==> src/rtl/id_ex_stage.sv <==
// ID/EX pipeline register for the 5-stage MIPS core: latches decoded operands and control,
// decodes the ALU control word, forwards EX/MEM and MEM/WB results, and bubbles on load-use.
module id_ex_stage #(
   parameter int DATA_W = 32,
   parameter int REG_W  = 5
) (
   input  logic              clk,
   input  logic              rst_n,
   input  logic              id_valid,
   input  logic [DATA_W-1:0] id_rs_data,
   input  logic [DATA_W-1:0] id_rt_data,
   input  logic [DATA_W-1:0] id_imm,
   input  logic [REG_W-1:0]  id_rs,
   input  logic [REG_W-1:0]  id_rt,
   input  logic [REG_W-1:0]  id_rd,
   input  logic [1:0]        id_alu_op,
   input  logic [5:0]        id_funct,
   input  logic              id_alu_src,
   input  logic              id_reg_dst,
   input  logic              id_reg_write,
   input  logic              id_mem_read,
   input  logic              id_mem_write,
   input  logic              id_mem_to_reg,
   input  logic              flush,
   input  logic              mem_reg_write,
   input  logic [REG_W-1:0]  mem_rd,
   input  logic [DATA_W-1:0] mem_result,
   input  logic              wb_reg_write,
   input  logic [REG_W-1:0]  wb_rd,
   input  logic [DATA_W-1:0] wb_result,
   output logic              stall,
   output logic              ex_valid,
   output logic [DATA_W-1:0] operand_a,
   output logic [DATA_W-1:0] operand_b,
   output logic [3:0]        alu_control,
   output logic [DATA_W-1:0] ex_store_data,
   output logic [REG_W-1:0]  ex_write_reg,
   output logic              ex_reg_write,
   output logic              ex_mem_read,
   output logic              ex_mem_write,
   output logic              ex_mem_to_reg
);

   localparam logic [3:0] ALU_AND = 4'b0000;
   localparam logic [3:0] ALU_OR  = 4'b0001;
   localparam logic [3:0] ALU_ADD = 4'b0010;
   localparam logic [3:0] ALU_SUB = 4'b0110;
   localparam logic [3:0] ALU_SLT = 4'b0111;
   localparam logic [3:0] ALU_NOR = 4'b1100;
   localparam logic [3:0] ALU_NOP = 4'b1111;

   logic [DATA_W-1:0] ex_rs_data;
   logic [DATA_W-1:0] ex_rt_data;
   logic [DATA_W-1:0] ex_imm;
   logic [REG_W-1:0]  ex_rs;
   logic [REG_W-1:0]  ex_rt;
   logic              ex_alu_src;
   logic [3:0]        alu_decoded;
   logic              load_bubble;
   logic [DATA_W-1:0] fwd_rs;
   logic [DATA_W-1:0] fwd_rt;

   // Unknown funct codes map to a code the ALU treats as "produce zero".
   always_comb begin
      alu_decoded = ALU_ADD;
      unique case (id_alu_op)
         2'b00: alu_decoded = ALU_ADD;
         2'b01: alu_decoded = ALU_SUB;
         2'b11: alu_decoded = ALU_OR;
         default: begin
            unique case (id_funct)
               6'b100000: alu_decoded = ALU_ADD;
               6'b100010: alu_decoded = ALU_SUB;
               6'b100100: alu_decoded = ALU_AND;
               6'b100101: alu_decoded = ALU_OR;
               6'b100111: alu_decoded = ALU_NOR;
               6'b101010: alu_decoded = ALU_SLT;
               default:   alu_decoded = ALU_NOP;
            endcase
         end
      endcase
   end

   assign stall = id_valid && ex_valid && ex_mem_read && (ex_write_reg != '0) &&
                  ((ex_write_reg == id_rs) || (ex_write_reg == id_rt));

   assign load_bubble = flush || stall;

   always_ff @(posedge clk or negedge rst_n) begin
      if (!rst_n) begin
         ex_valid      <= 1'b0;
         ex_rs_data    <= '0;
         ex_rt_data    <= '0;
         ex_imm        <= '0;
         ex_rs         <= '0;
         ex_rt         <= '0;
         ex_write_reg  <= '0;
         alu_control   <= '0;
         ex_alu_src    <= 1'b0;
         ex_reg_write  <= 1'b0;
         ex_mem_read   <= 1'b0;
         ex_mem_write  <= 1'b0;
         ex_mem_to_reg <= 1'b0;
      end else if (load_bubble) begin
         ex_valid      <= 1'b0;
         ex_rs_data    <= '0;
         ex_rt_data    <= '0;
         ex_imm        <= '0;
         ex_rs         <= '0;
         ex_rt         <= '0;
         ex_write_reg  <= '0;
         alu_control   <= '0;
         ex_alu_src    <= 1'b0;
         ex_reg_write  <= 1'b0;
         ex_mem_read   <= 1'b0;
         ex_mem_write  <= 1'b0;
         ex_mem_to_reg <= 1'b0;
      end else begin
         ex_valid      <= id_valid;
         ex_rs_data    <= id_rs_data;
         ex_rt_data    <= id_rt_data;
         ex_imm        <= id_imm;
         ex_rs         <= id_rs;
         ex_rt         <= id_rt;
         ex_write_reg  <= id_reg_dst ? id_rd : id_rt;
         alu_control   <= alu_decoded;
         ex_alu_src    <= id_valid && id_alu_src;
         ex_reg_write  <= id_valid && id_reg_write;
         ex_mem_read   <= id_valid && id_mem_read;
         ex_mem_write  <= id_valid && id_mem_write;
         ex_mem_to_reg <= id_valid && id_mem_to_reg;
      end
   end

   // EX/MEM is the younger producer, so it takes priority; register 0 is never forwarded.
   always_comb begin
      fwd_rs = ex_rs_data;
      if (mem_reg_write && (mem_rd != '0) && (mem_rd == ex_rs))
         fwd_rs = mem_result;
      else if (wb_reg_write && (wb_rd != '0) && (wb_rd == ex_rs))
         fwd_rs = wb_result;
   end

   always_comb begin
      fwd_rt = ex_rt_data;
      if (mem_reg_write && (mem_rd != '0) && (mem_rd == ex_rt))
         fwd_rt = mem_result;
      else if (wb_reg_write && (wb_rd != '0) && (wb_rd == ex_rt))
         fwd_rt = wb_result;
   end

   assign operand_a     = fwd_rs;
   assign operand_b     = ex_alu_src ? ex_imm : fwd_rt;
   assign ex_store_data = fwd_rt;

endmodule

==> config.mk <==
export PLATFORM = sky130hd
export DESIGN_NAME = id_ex_stage
export DESIGN_NICKNAME = d
export VERILOG_FILES = /design/src/rtl/id_ex_stage.sv
export SDC_FILE = /design/constraint.sdc
export NUM_CORES = 1
export LEC_CHECK = 0
export CORE_AREA = 2 2 130 182
export CTS_CLUSTER_SIZE = 16
export DETAILED_ROUTE_END_ITERATION = 8
export DIE_AREA = 0 0 132 184
export DONT_BUFFER_PORTS = 1
export GPL_TIMING_DRIVEN = 0
export PLACE_DENSITY = 0.54
export SYNTH_ARGS = -nofsm -noshare
export SYNTH_HDL_FRONTEND = slang
export SYNTH_SLANG_ARGS = --single-unit
export TNS_END_PERCENT = 10
==> constraint.sdc <==
create_clock -name clk -period 2.4 [get_ports clk]
set_clock_uncertainty 0.1 [all_clocks]
set_input_delay 0.12 -clock clk [delete_from_list [all_inputs] [get_ports clk]]
set_output_delay 0.12 -clock clk [all_outputs]
set_load 0.02 [all_outputs]
# Yosys cells after proc, flatten, opt, wreduce, memory -nomap -nowiden
# Index checks and enable logic that the tools add are counted.
# word_totals
ff_bits	121
input_bits	205
out_inout_bits	111
elab_cells	69
# classes
n_eq_ne	14
mux	21
reduce_logical	21
# op_table
op	count
32-bit 2-to-1 mux	8
6-bit equality test (second input constant)	6
5-bit equality test	6
4-bit case mux with 6 select lines	1
5-bit 2-to-1 mux	4
1-bit logical AND	15
5-bit nonzero test	3
4-bit case mux with 3 select lines	1
1-bit 2-to-1 mux	6
4-bit 2-to-1 mux	1
2-bit by 1-bit equality test with 1-bit output (second input constant)	1
2-bit equality test (second input constant)	1
2-bit zero test	1
1-bit logical OR	2

# Longest topological paths before layout
# Gate-level depths: netlist of the first run.
# logic_depth
depth_word	6
ltp_mapped	7
depth_no_buf	5

# Least setup slack after synthesis of the first run
# OpenSTA, ideal clock, no wires.
# synth_timing
kind	reg2out
startpoint	register ex_rt[1]
endpoint	output operand_b[21]
t_arrival_ns	2.140
required_time_ns	2.180
slack_ns	0.040
path_stages_with_launch	8
n_path_buf	2
path_cell_list	dfrtp_1 -> xor2_1 -> or2_1 -> clkbuf_1 -> buf_1 -> o31ai_1 -> a31oi_1 -> mux2_2
# synth_between
elab_chain_cells	5
elab_cells_between_ends	7
# synth_lines
element	line_no	source
from (decl)	56	logic [REG_W-1:0] ex_rt;
from (signal assigned)	124	ex_rt <= id_rt;
5-bit equality test	148	else if (wb_reg_write && (wb_rd != '0) && (wb_rd == ex_rt))
1-bit logical AND	148	
32-bit 2-to-1 mux	148	
32-bit 2-to-1 mux (*)	146	if (mem_reg_write && (mem_rd != '0) && (mem_rd == ex_rt))
via ex_store_data[21]	36	output logic [DATA_W-1:0] ex_store_data,
32-bit 2-to-1 mux (*)	153	assign operand_b = ex_alu_src ? ex_imm : fwd_rt;
to (decl)	34	output logic [DATA_W-1:0] operand_b,
# The timed path passes the listed nets; every way through them passes the cells marked *.

# Final worst setup path of the first run
# layout_timing
startpoint	register ex_rt[3]
endpoint	output operand_b[30]
# Same word-level chain as after synthesis.

==> results of run 1 <==
## cell families after synthesis
group / Yosys count
xor+xnor: 31
buf+inv: 70
compound gates: 107
mux: 70
simple gates: 308
flops: 121
## final cells by class
cell class / instances / area [um^2] / share of cell area (%)
repair buffers: 130 / 1290 / 12.3
clock inverters: 10 / 143 / 1.35
plain buffers: 68 / 445 / 4.23
diodes: 1 / 2.50 / 0.0238
multi-input cells: 516 / 4770 / 45.3
clock buffers: 22 / 474 / 4.50
inverters: 1 / 3.75 / 0.0356
well taps: 301 / 377 / 3.58
flip-flops and latches: 121 / 3030 / 28.8
## worst register-to-register path, stage by stage, from the launching register on
cell and delay [ns]:
sky130_fd_sc_hd__dfrtp_1 0.50, sky130_fd_sc_hd__xnor2_1 0.25, sky130_fd_sc_hd__nand3_1 0.10, sky130_fd_sc_hd__o22ai_1 0.33, sky130_fd_sc_hd__a21oi_4 0.20, sky130_fd_sc_hd__clkbuf_2 0.22
sky130_fd_sc_hd__clkbuf_4 0.23, sky130_fd_sc_hd__and2_1 0.19
## power groups by stage
stage                     Combinational [mW]  Clock [mW]  Sequential [mW]
final                                   1.24        2.71             2.23
after global routing                    1.31        2.86             2.24
after CTS                               1.22        2.77             2.22
after detailed placement               0.813           0             2.24
after global placement                 0.803           0             2.24
after floorplan                        0.635           0             2.23
## cell usage in the layout (no fill, tap or decap), types with 4 or more instances in the layout
| cell | count |
|---|---|
| sky130_fd_sc_hd__dfrtp_1 | 120 |
| sky130_fd_sc_hd__buf_6 | 8 |
| sky130_fd_sc_hd__buf_4 | 5 |
| sky130_fd_sc_hd__mux2_4 | 32 |
| sky130_fd_sc_hd__nor2_1 | 33 |
| sky130_fd_sc_hd__nand2_1 | 37 |
| sky130_fd_sc_hd__clkinvlp_4 | 4 |
| sky130_fd_sc_hd__and2_1 | 114 |
| sky130_fd_sc_hd__clkbuf_2 | 9 |
| sky130_fd_sc_hd__nor3_1 | 15 |
| sky130_fd_sc_hd__a21oi_2 | 30 |
| sky130_fd_sc_hd__dlygate4sd3_1 | 126 |
| sky130_fd_sc_hd__o31ai_4 | 30 |
| sky130_fd_sc_hd__nand3_1 | 36 |
| sky130_fd_sc_hd__a31oi_4 | 31 |
| sky130_fd_sc_hd__mux2i_1 | 31 |
| sky130_fd_sc_hd__nor4_1 | 30 |
| sky130_fd_sc_hd__xnor2_1 | 21 |
| sky130_fd_sc_hd__nor3_2 | 24 |
| sky130_fd_sc_hd__buf_2 | 9 |
| sky130_fd_sc_hd__clkbuf_1 | 31 |
| sky130_fd_sc_hd__clkbuf_16 | 17 |
| sky130_fd_sc_hd__mux2i_2 | 6 |
| sky130_fd_sc_hd__xor2_1 | 5 |
| sky130_fd_sc_hd__buf_12 | 5 |
## metal layers
layer  global-route usage [%]  wire, um  vias up  share of wire [%]
li1                         -         -     2786                  -
met1                     25.0     10100     3099                 37
met2                     40.6     14500      281                 53
met3                     6.67      1970       53                7.2
met4                     8.22       749        0                2.7
met5                        0         0        -                  0
## worst max-delay path by stage
stage	startpoint	to	slack, ns
after floorplan	ex_rt[1]	operand_b[21]	0.04
after global placement	ex_rt[1]	operand_b[23]	-0.96
after detailed placement	ex_rt[1]	operand_b[23]	-0.97
after CTS	ex_rt[3]	operand_b[25]	-0.49
after global routing	ex_rt[3]	operand_b[30]	-0.54
final	ex_rt[3]	operand_b[30]	-0.46
## what timing repair did
item / CTS / global route
hold endpoints to repair: 242 / 121
pin swaps: 37 / 19
endpoints found under the setup margin: 205 / 107
setup buffers: 4 / 0
resized for setup: 252 / 43
==> insert_results.sql, run 1 <==
INSERT INTO impl_metrics (metric_group, metric, value, unit) VALUES
('floorplanning', 'die_area', '0.0243', 'mm^2'),
('critical_path', 'critical_path.reg2reg.startpoint', 'ex_write_reg[4]', ''),
('power', 'power.internal', '4.39', 'mW'),
('critical_path', 'crit_path_end_kind', 'output port', ''),
('outcome', 'failed_checks', 'hold timing, setup timing', ''),
('timing', 'tightest_slew', '0.940', 'ns'),
('clocking', 'cts.clk_slew.worst_paths', '0.06', 'ns'),
('timing', 'number_of_pins_with_negative_max_slew_slack_in_the_final_report', '0', ''),
('layout', 'final-instance-count-excl-fill', '1170', ''),
('timing', 'timing.final.setup_violations', '97', ''),
('floorplanning', 'core-area', '0.0225', 'mm^2'),
('clocking', 'htreeDepth', '4', ''),
('grt', 'grt-ovfl-total', '0', ''),
('critical_path', 'ordered_list_of_cells_on_the_worst_path', 'xor2_2 -> or4b_4 -> buf_6 -> buf_12 -> o31ai_4 -> a31oi_4 -> mux2_4', ''),
('layout', 'reg_top3', 'ex_imm (32), ex_rs_data (32), ex_rt_data (32)', ''),
('clocking', 'cts.sinks', '121', ''),
('power', 'power', '6.18', 'mW'),
('layout', 'fill_cells', '2120', ''),
('floorplanning', 'pin_count', '316', ''),
('yosys', 'synth-simple-area-share', '25.0', '%'),
('critical_path', 'timing.critical_path.slowest_cell_delay', '0.52', 'ns'),
('timing', 'minimum_setup_slack_in_the_final_design', '-0.464', 'ns'),
('timing', 'final_period_minus_worst_setup_slack', '2.86', 'ns'),
('critical_path', 'worst_ep_arrival_time', '2.64', 'ns'),
('critical_path', 'critPathTopFamily', 'simple AND/OR/NAND/NOR gates', ''),
('floorplanning', 'die-height', '184', 'um'),
('power', 'power.density_cell_area', '587', 'mW/mm^2'),
('grt', 'antenna_found_initial', '1', ''),
('timing', 'fin_hold_ws', '-0.719', 'ns'),
('outcome', 'outcome', 'finished with violations', ''),
('grt', 'grt_use_total', '22.5', '%'),
('critical_path', 'critPathLaunchType', 'flip-flop', ''),
('placed_design', 'placement.setup.worst_slack', '-0.973', 'ns'),
('critical_path', 'cp.depth', '7', ''),
('yosys', 'syn-mean-instance-area', '9.48', 'um^2'),
('critical_path', 'crit_type', 'reg2out', ''),
('layout', 'synthToLayoutAreaGrowth', '57.2', '%'),
('yosys', 'synthMostInstantiatedCell', 'sky130_fd_sc_hd__dfrtp_1', ''),
('yosys', 'synth_fa_ha_area_share', '0', '%'),
('yosys', 'synth_sequential_area_ratio', '45.2', '%'),
('yosys', 'async_reset_ff_share', '100', '%'),
('critical_path', 'reg2reg_to', 'ex_rs_data[19]', ''),
('yosys', 'combinational_family_with_the_most_area_after_synthesis', 'simple AND/OR/NAND/NOR gates', ''),
('critical_path', 'cp.required', '2.18', 'ns'),
('yosys', 'synth.mux.area_fraction', '11.1', '%'),
('timing', 'slew-limit-headroom', '37.3', '%'),
('routing', 'via_count', '6219', ''),
('job', 'drv.max_cap_violation_count', '0', ''),
('routing', 'wire_per_inst', '23.3', 'um'),
('power', 'comb_power_share', '20.1', '%'),
('routing', 'first_pass_iters', '5', ''),
('timing', 'min_period_over_period', '119', '%'),
('power', 'p_switching', '1.79', 'mW'),
('yosys', 'synth_area_in_xor_xnor', '4.05', '%'),
('grt', 'wire_length_of_the_first_global_routing_pass', '41000', 'um'),
('layout', 'design_area', '0.0105', 'mm^2'),
('yosys', 'synth_seq_cells', '121', ''),
('routing', 'final_antenna_net_count', '0', ''),
('layout', 'fin_util', '46.8', '%'),
('timing', 'timing.final.hold_violations', '121', ''),
('yosys', 'syn-instance-count', '707', ''),
('yosys', 'synth_top_cells_by_area', 'sky130_fd_sc_hd__dfrtp_1 45%, sky130_fd_sc_hd__and2_1 11%, sky130_fd_sc_hd__mux2_2 5.5%', ''),
('power', 'max-vdd-ir-drop', '0.492', 'mV'),
('clocking', 'cts_tree', 'done', ''),
('yosys', 'netlist_cell_types', '34', ''),
('critical_path', 'reg2reg_depth', '7', ''),
('placed_design', 'placed_cell_area', '0.00708', 'mm^2'),
('yosys', 'synth_enable_flop_cells', '0', ''),
('clocking', 'clockRootBuffer', 'sky130_fd_sc_hd__clkbuf_16', ''),
('critical_path', 'reg2reg_setup_slack', '0.16', 'ns'),
('routing', 'dr.first_iter.drc_count', '275', '');
Power figures use the tool's default switching activity.
==> inputs of run 2 (changes only) <==
--- a/config.mk
+++ b/config.mk
@@ -12,6 +12,7 @@
 export DONT_BUFFER_PORTS = 1
 export GPL_TIMING_DRIVEN = 0
 export PLACE_DENSITY = 0.54
+export SETUP_SLACK_MARGIN = 0.2
 export SYNTH_ARGS = -nofsm -noshare
 export SYNTH_HDL_FRONTEND = slang
 export SYNTH_SLANG_ARGS = --single-unit
==> insert_results.sql, run 2 (synthesized netlist as in run 1, its figures left out) <==
INSERT INTO impl_metrics (metric_group, metric, value, unit) VALUES
('outcome', 'outcome', 'finished with violations', ''),
('outcome', 'failed_checks', 'hold timing, setup timing', ''),
('floorplanning', 'fp-row-count', '65', ''),
('grt', 'antenna_found_initial', '0', ''),
('critical_path', 'crit_type', 'reg2out', ''),
('grt', 'global_route.usage.met2', '41.5', '%'),
('grt', 'grt.met1_usage', '23.9', '%'),
('power', 'power.density_cell_area', '558', 'mW/mm^2'),
('clocking', 'htreeDepth', '4', ''),
('power', 'power.static_leakage', '3.84', 'nW'),
('floorplanning', 'core-area', '0.0225', 'mm^2'),
('timing', 'achievable-frequency', '350', 'MHz'),
('layout', 'fin_util', '45.6', '%'),
('critical_path', 'cp.buffers_inverters', '2', ''),
('timing', 'tightest_slew', '1.12', 'ns'),
('clocking', 'cts.clk_slew.worst_paths', '0.05', 'ns'),
('grt', 'gr-max-usage-layer', 'met2', ''),
('layout', 'layout-drive-gt1-share', '25.1', '%'),
('critical_path', 'ordered_list_of_cells_on_the_worst_path', 'xor2_1 -> or4b_1 -> buf_6 -> buf_12 -> o31ai_4 -> a31oi_4 -> mux2_4', ''),
('routing', 'dr.first_iter.drc_count', '338', ''),
('placed_design', 'hpwlAfterDp', '19000', 'um'),
('critical_path', 'worst_ep_arrival_time', '2.64', 'ns'),
('grt', 'wire_length_of_the_first_global_routing_pass', '40700', 'um'),
('timing', 'timing.final.hold_violations', '121', ''),
('floorplanning', 'die-height', '184', 'um'),
('routing', 'via_count', '6154', ''),
('timing', 'final_period_minus_worst_setup_slack', '2.86', 'ns'),
('timing', 'number_of_pins_with_negative_max_slew_slack_in_the_final_report', '0', ''),
('grt', 'grt_start_max_net_pins', '122', ''),
('clocking', 'cts_hold_buf', '126', ''),
('power', 'p_seq_share', '38.9', '%'),
('critical_path', 'crit_path_end_kind', 'output port', ''),
('critical_path', 'critPathTopFamily', 'simple AND/OR/NAND/NOR gates', ''),
('power', 'max-vdd-ir-drop', '0.458', 'mV'),
('routing', 'final_antenna_net_count', '0', ''),
('critical_path', 'timing.critical_path.slowest_cell_delay', '0.54', 'ns'),
('clocking', 'cts-root-to-sink-buffers', '2', ''),
('power', 'comb_power_share', '21.6', '%'),
('timing', 'minimum_setup_slack_in_the_final_design', '-0.458', 'ns'),
('layout', 'layout_commonest_cell', 'sky130_fd_sc_hd__dlygate4sd3_1', ''),
('worst_hold_path', 'worst_hold_path_type', 'in2async', ''),
('timing', 'min_period_over_period', '119', '%'),
('routing', 'drcViolationCount', '0', ''),
('floorplanning', 'pin_count', '316', ''),
('layout', 'final-instance-count-excl-fill', '1172', ''),
('clocking', 'clockRootBuffer', 'sky130_fd_sc_hd__clkbuf_16', ''),
('timing', 'grt_setup_unrepaired', 'true', ''),
('job', 'drv.max_cap_violation_count', '0', ''),
('layout', 'nets', '1066', ''),
('power', 'power.internal', '4.05', 'mW'),
('timing', 'slew-limit-headroom', '25.2', '%'),
('routing', 'first_pass_iters', '5', ''),
('grt', 'grt-ovfl-total', '0', ''),
('placed_design', 'port_buffers', '0', ''),
('critical_path', 'crit_path_max_fanout', '10', ''),
('floorplanning', 'die_w', '132', 'um'),
('floorplanning', 'die_area', '0.0243', 'mm^2'),
('clocking', 'cts.sinks', '121', ''),
('clocking', 'clk-insertion-delay-late', '0.43', 'ns'),
('routing', 'detail_route.vias_per_cell', '5.25', ''),
('placed_design', 'gp_congestion', '0.769', ''),
('layout', 'mostFrequentLayoutCells', '126 x sky130_fd_sc_hd__dlygate4sd3_1, 114 x sky130_fd_sc_hd__and2_1, 114 x sky130_fd_sc_hd__dfrtp_1', ''),
('critical_path', 'critPathLaunchType', 'flip-flop', ''),
('routing', 'drt-total-wl', '27400', 'um'),
('layout', 'synthToLayoutAreaGrowth', '53.2', '%'),
('floorplanning', 'initial_core_util', '29.7', '%'),
('layout', 'reg_top3', 'ex_imm (32), ex_rs_data (32), ex_rt_data (32)', ''),
('routing', 'wire_per_inst', '23.3', 'um'),
('grt', 'via_count_of_the_first_global_routing_pass', '6736', ''),
('grt', 'grt_use_total', '22.5', '%'),
('grt', 'grt_util_met3', '6.75', '%'),
('power', 'power.switching_fraction', '29.2', '%'),
('power', 'p_switching', '1.67', 'mW'),
('clocking', 'cts_tree', 'done', ''),
('power', 'p_clk_share', '39.5', '%'),
('layout', 'num_antenna_cells', '0', ''),
('timing', 'timing.final.setup_violations', '96', ''),
('critical_path', 'cp.required', '2.18', 'ns'),
('critical_path', 'critical_path_s_slowest_cell', 'sky130_fd_sc_hd__or4b_1', ''),
('placed_design', 'place.detailed.instances', '1008', ''),
('clocking', 'cts-buffers-inserted', '17', ''),
('timing', 'fin_hold_ws', '-0.711', 'ns');
[run 2: metal layers]
layer	vias to the layer above	routed length [um]	part of all wire, %
li1	2798	-	-
met1	3087	9960	36
met2	232	14900	55
met3	37	1830	6.7
met4	0	643	2.4
met5	-	0	0
[run 2: cell type report]
class                   instances  area [um^2]
fillers                      2135        12300
plain buffers                  69          417
multi-input cells             516         4600
clock inverters                 4         20.0
inverters                       1         3.75
clock buffers                  25          485
flip-flops and latches        121         3040
well taps                     301          377
repair buffers                135         1330
[run 2: per-stage QoR]
| stage | TNS, ns | total power, mW | worst slack (ns) | instance area [um^2] |
|---|---|---|---|---|
| floorplan | 0 | 2.95 | 0.121 | 7150 |
| global placement | -80.26 | 3.14 | -1.02 | 7530 |
| detailed placement | -83.58 | 3.15 | -1.06 | 7530 |
| CTS | -26.02 | 5.77 | -0.473 | 10200 |
| global route | -33.72 | 5.96 | -0.541 | 10300 |
| finish | -23.49 | 5.72 | -0.458 | 10300 |
[run 2: final timing paths]
path	startpoint	to	slack [ns]	cells after the start
min reg2reg	ex_valid	ex_valid	0.97	3
min	rst_n	ex_imm[24]	-0.71	0
max	ex_rt[4]	operand_b[16]	-0.46	7
max in group asynchronous	rst_n	ex_write_reg[3]	2.70	0
min in group clk	id_funct[1]	alu_control[2]	0.02	3
max reg2reg	ex_write_reg[4]	ex_imm[30]	0.34	7
[run 2: what timing repair did]
action,4_1_cts,5_1_grt
pin swaps,10,13
endpoints found under the setup margin,206,137
hold endpoints to repair,242,121
buffers inserted,8,1
gates resized for setup,151,15
[run 2: worst register-to-register path, stage by stage, from the launching register on]
cell	delay (ns)
sky130_fd_sc_hd__dfrtp_2	0.48
sky130_fd_sc_hd__xnor2_1	0.18
sky130_fd_sc_hd__nand3_1	0.15
sky130_fd_sc_hd__o22ai_4	0.24
sky130_fd_sc_hd__a21oi_4	0.09
sky130_fd_sc_hd__buf_4	0.17
sky130_fd_sc_hd__clkbuf_1	0.25
sky130_fd_sc_hd__and2_1	0.27
[run 2: power groups by stage]
| stage | registers (mW) | logic (mW) | clock network (mW) |
|---|---|---|---|
| final | 2.23 | 1.24 | 2.26 |
| after global routing | 2.24 | 1.31 | 2.41 |
| after CTS | 2.23 | 1.23 | 2.32 |
| after detailed placement | 2.25 | 0.897 | 0 |
| after global placement | 2.25 | 0.890 | 0 |
| after floorplan | 2.23 | 0.713 | 0 |
==> inputs of run 3 (changes only) <==
--- a/config.mk
+++ b/config.mk
@@ -11,7 +11,6 @@
 export DIE_AREA = 0 0 132 184
 export DONT_BUFFER_PORTS = 1
 export GPL_TIMING_DRIVEN = 0
-export PLACE_DENSITY = 0.54
 export SETUP_SLACK_MARGIN = 0.2
 export SYNTH_ARGS = -nofsm -noshare
 export SYNTH_HDL_FRONTEND = slang
==> insert_results.sql, run 3 (synthesized netlist as in run 1, its figures left out) <==
INSERT INTO impl_metrics (metric_group, metric, value, unit) VALUES
('power', 'p_clk_share', '43.5', '%'),
('timing', 'timing.setup.tns', '-24.39', 'ns'),
('critical_path', 'timing.critical_path.slowest_cell_delay', '0.53', 'ns'),
('floorplanning', 'fp-row-count', '65', ''),
('power', 'power.static_leakage', '3.95', 'nW'),
('clocking', 'cts-root-to-sink-buffers', '2', ''),
('floorplanning', 'initial_core_util', '29.7', '%'),
('grt', 'wire_length_of_the_first_global_routing_pass', '40600', 'um'),
('routing', 'drt-total-wl', '27500', 'um'),
('critical_path', 'crit_path_end_kind', 'output port', ''),
('clocking', 'htreeDepth', '4', ''),
('timing', 'timing.final.hold_violations', '121', ''),
('layout', 'layout-drive-gt1-share', '29.1', '%'),
('timing', 'fin_hold_ws', '-0.716', 'ns'),
('grt', 'grt-ovfl-total', '0', ''),
('timing', 'tightest_slew', '1.04', 'ns'),
('layout', 'synthToLayoutAreaGrowth', '57.8', '%'),
('power', 'comb_power_share', '20.4', '%'),
('power', 'max-vdd-ir-drop', '0.483', 'mV'),
('critical_path', 'critPathTopFamily', 'simple AND/OR/NAND/NOR gates', ''),
('placed_design', 'hpwlAfterDp', '19200', 'um'),
('critical_path', 'critical_path_s_slowest_cell', 'sky130_fd_sc_hd__or4b_4', ''),
('critical_path', 'critPathLaunchType', 'flip-flop', ''),
('worst_hold_path', 'worst_hold_path_type', 'in2async', ''),
('outcome', 'failed_checks', 'hold timing, setup timing', ''),
('timing', 'minimum_setup_slack_in_the_final_design', '-0.481', 'ns'),
('critical_path', 'cp.buffers_inverters', '2', ''),
('layout', 'layout_commonest_cell', 'sky130_fd_sc_hd__dlygate4sd3_1', ''),
('timing', 'min_period_over_period', '120', '%'),
('routing', 'final_antenna_net_count', '0', ''),
('timing', 'grt_setup_unrepaired', 'true', ''),
('power', 'power.internal', '4.40', 'mW'),
('routing', 'dr.first_iter.drc_count', '294', ''),
('clocking', 'cts.sinks', '121', ''),
('timing', 'number_of_pins_with_negative_max_slew_slack_in_the_final_report', '0', ''),
('critical_path', 'crit_type', 'reg2out', ''),
('power', 'power.density_cell_area', '584', 'mW/mm^2'),
('critical_path', 'worst_ep_arrival_time', '2.66', 'ns'),
('layout', 'num_antenna_cells', '0', ''),
('power', 'power.switching_fraction', '28.8', '%'),
('critical_path', 'ordered_list_of_cells_on_the_worst_path', 'xor2_2 -> or4b_4 -> buf_8 -> buf_12 -> o31ai_4 -> a31oi_4 -> mux2_4', ''),
('grt', 'antenna_found_initial', '0', ''),
('timing', 'timing.final.setup_violations', '96', ''),
('placed_design', 'port_buffers', '0', ''),
('floorplanning', 'pin_count', '316', ''),
('layout', 'mostFrequentLayoutCells', '126 x sky130_fd_sc_hd__dlygate4sd3_1, 116 x sky130_fd_sc_hd__dfrtp_1, 114 x sky130_fd_sc_hd__and2_1', ''),
('grt', 'grt_start_max_net_pins', '122', ''),
('routing', 'drcViolationCount', '0', ''),
('job', 'drv.max_cap_violation_count', '0', ''),
('grt', 'via_count_of_the_first_global_routing_pass', '6816', ''),
('floorplanning', 'die_w', '132', 'um'),
('grt', 'grt_use_total', '22.5', '%'),
('clocking', 'cts_hold_buf', '126', ''),
('power', 'p_seq_share', '36.1', '%'),
('clocking', 'clockRootBuffer', 'sky130_fd_sc_hd__clkbuf_16', ''),
('timing', 'achievable-frequency', '347', 'MHz'),
('outcome', 'outcome', 'finished with violations', ''),
('layout', 'nets', '1065', ''),
('floorplanning', 'die-height', '184', 'um'),
('critical_path', 'cp.required', '2.18', 'ns'),
('placed_design', 'placement.setup.worst_slack', '-0.926', 'ns'),
('layout', 'reg_top3', 'ex_imm (32), ex_rs_data (32), ex_rt_data (32)', ''),
('clocking', 'cts.clk_slew.worst_paths', '0.05', 'ns'),
('timing', 'slew-limit-headroom', '30.8', '%'),
('floorplanning', 'die_area', '0.0243', 'mm^2'),
('routing', 'via_count', '6198', ''),
('critical_path', 'crit_path_max_fanout', '10', ''),
('routing', 'wire_per_inst', '23.4', 'um'),
('routing', 'first_pass_iters', '4', ''),
('clocking', 'cts-buffers-inserted', '17', ''),
('floorplanning', 'core-area', '0.0225', 'mm^2'),
('timing', 'final_period_minus_worst_setup_slack', '2.88', 'ns'),
('power', 'p_switching', '1.78', 'mW'),
('clocking', 'cts_tree', 'done', ''),
('clocking', 'clk-insertion-delay-late', '0.43', 'ns'),
('placed_design', 'gp_congestion', '0.819', ''),
('routing', 'detail_route.vias_per_cell', '5.28', '');
## run 3: cell types whose count changed in the layout (fill, tap and decap cells not counted), moves of 2 or more
cell	delta
sky130_fd_sc_hd__buf_12	+4
sky130_fd_sc_hd__buf_4	-4
sky130_fd_sc_hd__buf_6	-2
sky130_fd_sc_hd__bufinv_16	+3
sky130_fd_sc_hd__clkbuf_1	-9
sky130_fd_sc_hd__clkbuf_2	+4
sky130_fd_sc_hd__clkinv_2	-2
sky130_fd_sc_hd__clkinvlp_4	+6
sky130_fd_sc_hd__dfrtp_1	+2
sky130_fd_sc_hd__dfrtp_2	-2
sky130_fd_sc_hd__nor3_1	-23
sky130_fd_sc_hd__nor3_2	+21
sky130_fd_sc_hd__nor3_4	+2
## run 3: per-layer routing
metal / up-vias / global-route usage, % / share of wire (%)
met4: 0 / 10.3 / 3.6
li1: 2795 / - / -
met3: 64 / 7.20 / 6.9
met2: 266 / 42.0 / 55
met5: - / 0 / 0
met1: 3073 / 22.6 / 35
## run 3: worst reg2reg max path, stage by stage (launching register included)
cell                       delay [ns]
sky130_fd_sc_hd__dfrtp_2         0.49
sky130_fd_sc_hd__xnor2_1         0.19
sky130_fd_sc_hd__nand3_1         0.11
sky130_fd_sc_hd__o22ai_2         0.28
sky130_fd_sc_hd__a21oi_4         0.11
sky130_fd_sc_hd__clkbuf_2        0.21
sky130_fd_sc_hd__clkbuf_2        0.25
sky130_fd_sc_hd__and2_1          0.22
## run 3: timing repair
item	in CTS	in global routing
pin swaps	14	14
hold endpoints to repair	242	121
buffers inserted	7	1
setup endpoints to repair	206	165
gates resized for setup	163	56
## run 3: metrics by stage
| stage | instance area [um^2] | util (%) | total power [mW] | instances |
|---|---|---|---|---|
| floorplan | 7150 | - | 2.95 | 707 |
| global placement | 7530 | 33.4 | 3.13 | 1008 |
| detailed placement | 7530 | 33.4 | 3.14 | 1008 |
| CTS | 10400 | 46.1 | 6.19 | 1173 |
| global route | 10600 | 46.9 | 6.39 | 1174 |
| finish | 10600 | 46.9 | 6.17 | 1174 |
## run 3: worst paths after layout
check                                 from              to  slack, ns  depth (start not counted)
setup / recovery                  ex_rt[3]   operand_b[23]      -0.48                          7
hold / removal                       rst_n        ex_valid      -0.72                          0
setup reg to reg           ex_write_reg[4]  ex_rs_data[21]       0.33                          7
hold reg to reg            ex_write_reg[4]        ex_valid       1.02                          3
max in group asynchronous            rst_n      ex_imm[21]       2.71                          0
min in group clk               id_funct[1]  alu_control[2]       0.01                          3
## run 3: cell type report
type,count,area (um^2)
plain buffers,69,469
clock buffers,21,470
clock inverters,11,145
fillers,2053,12000
inverters,1,3.75
multi-input cells,516,4750
flip-flops and latches,121,3030
well taps,301,377
repair buffers,134,1330
## run 3: power groups by stage
stage	clock (mW)	sequential, mW	combinational (mW)
2_1_floorplan	0	2.23	0.713
3_3_place_gp	0	2.25	0.888
3_5_place_dp	0	2.25	0.897
4_1_cts	2.74	2.22	1.23
5_1_grt	2.83	2.23	1.33
6_report	2.69	2.23	1.26
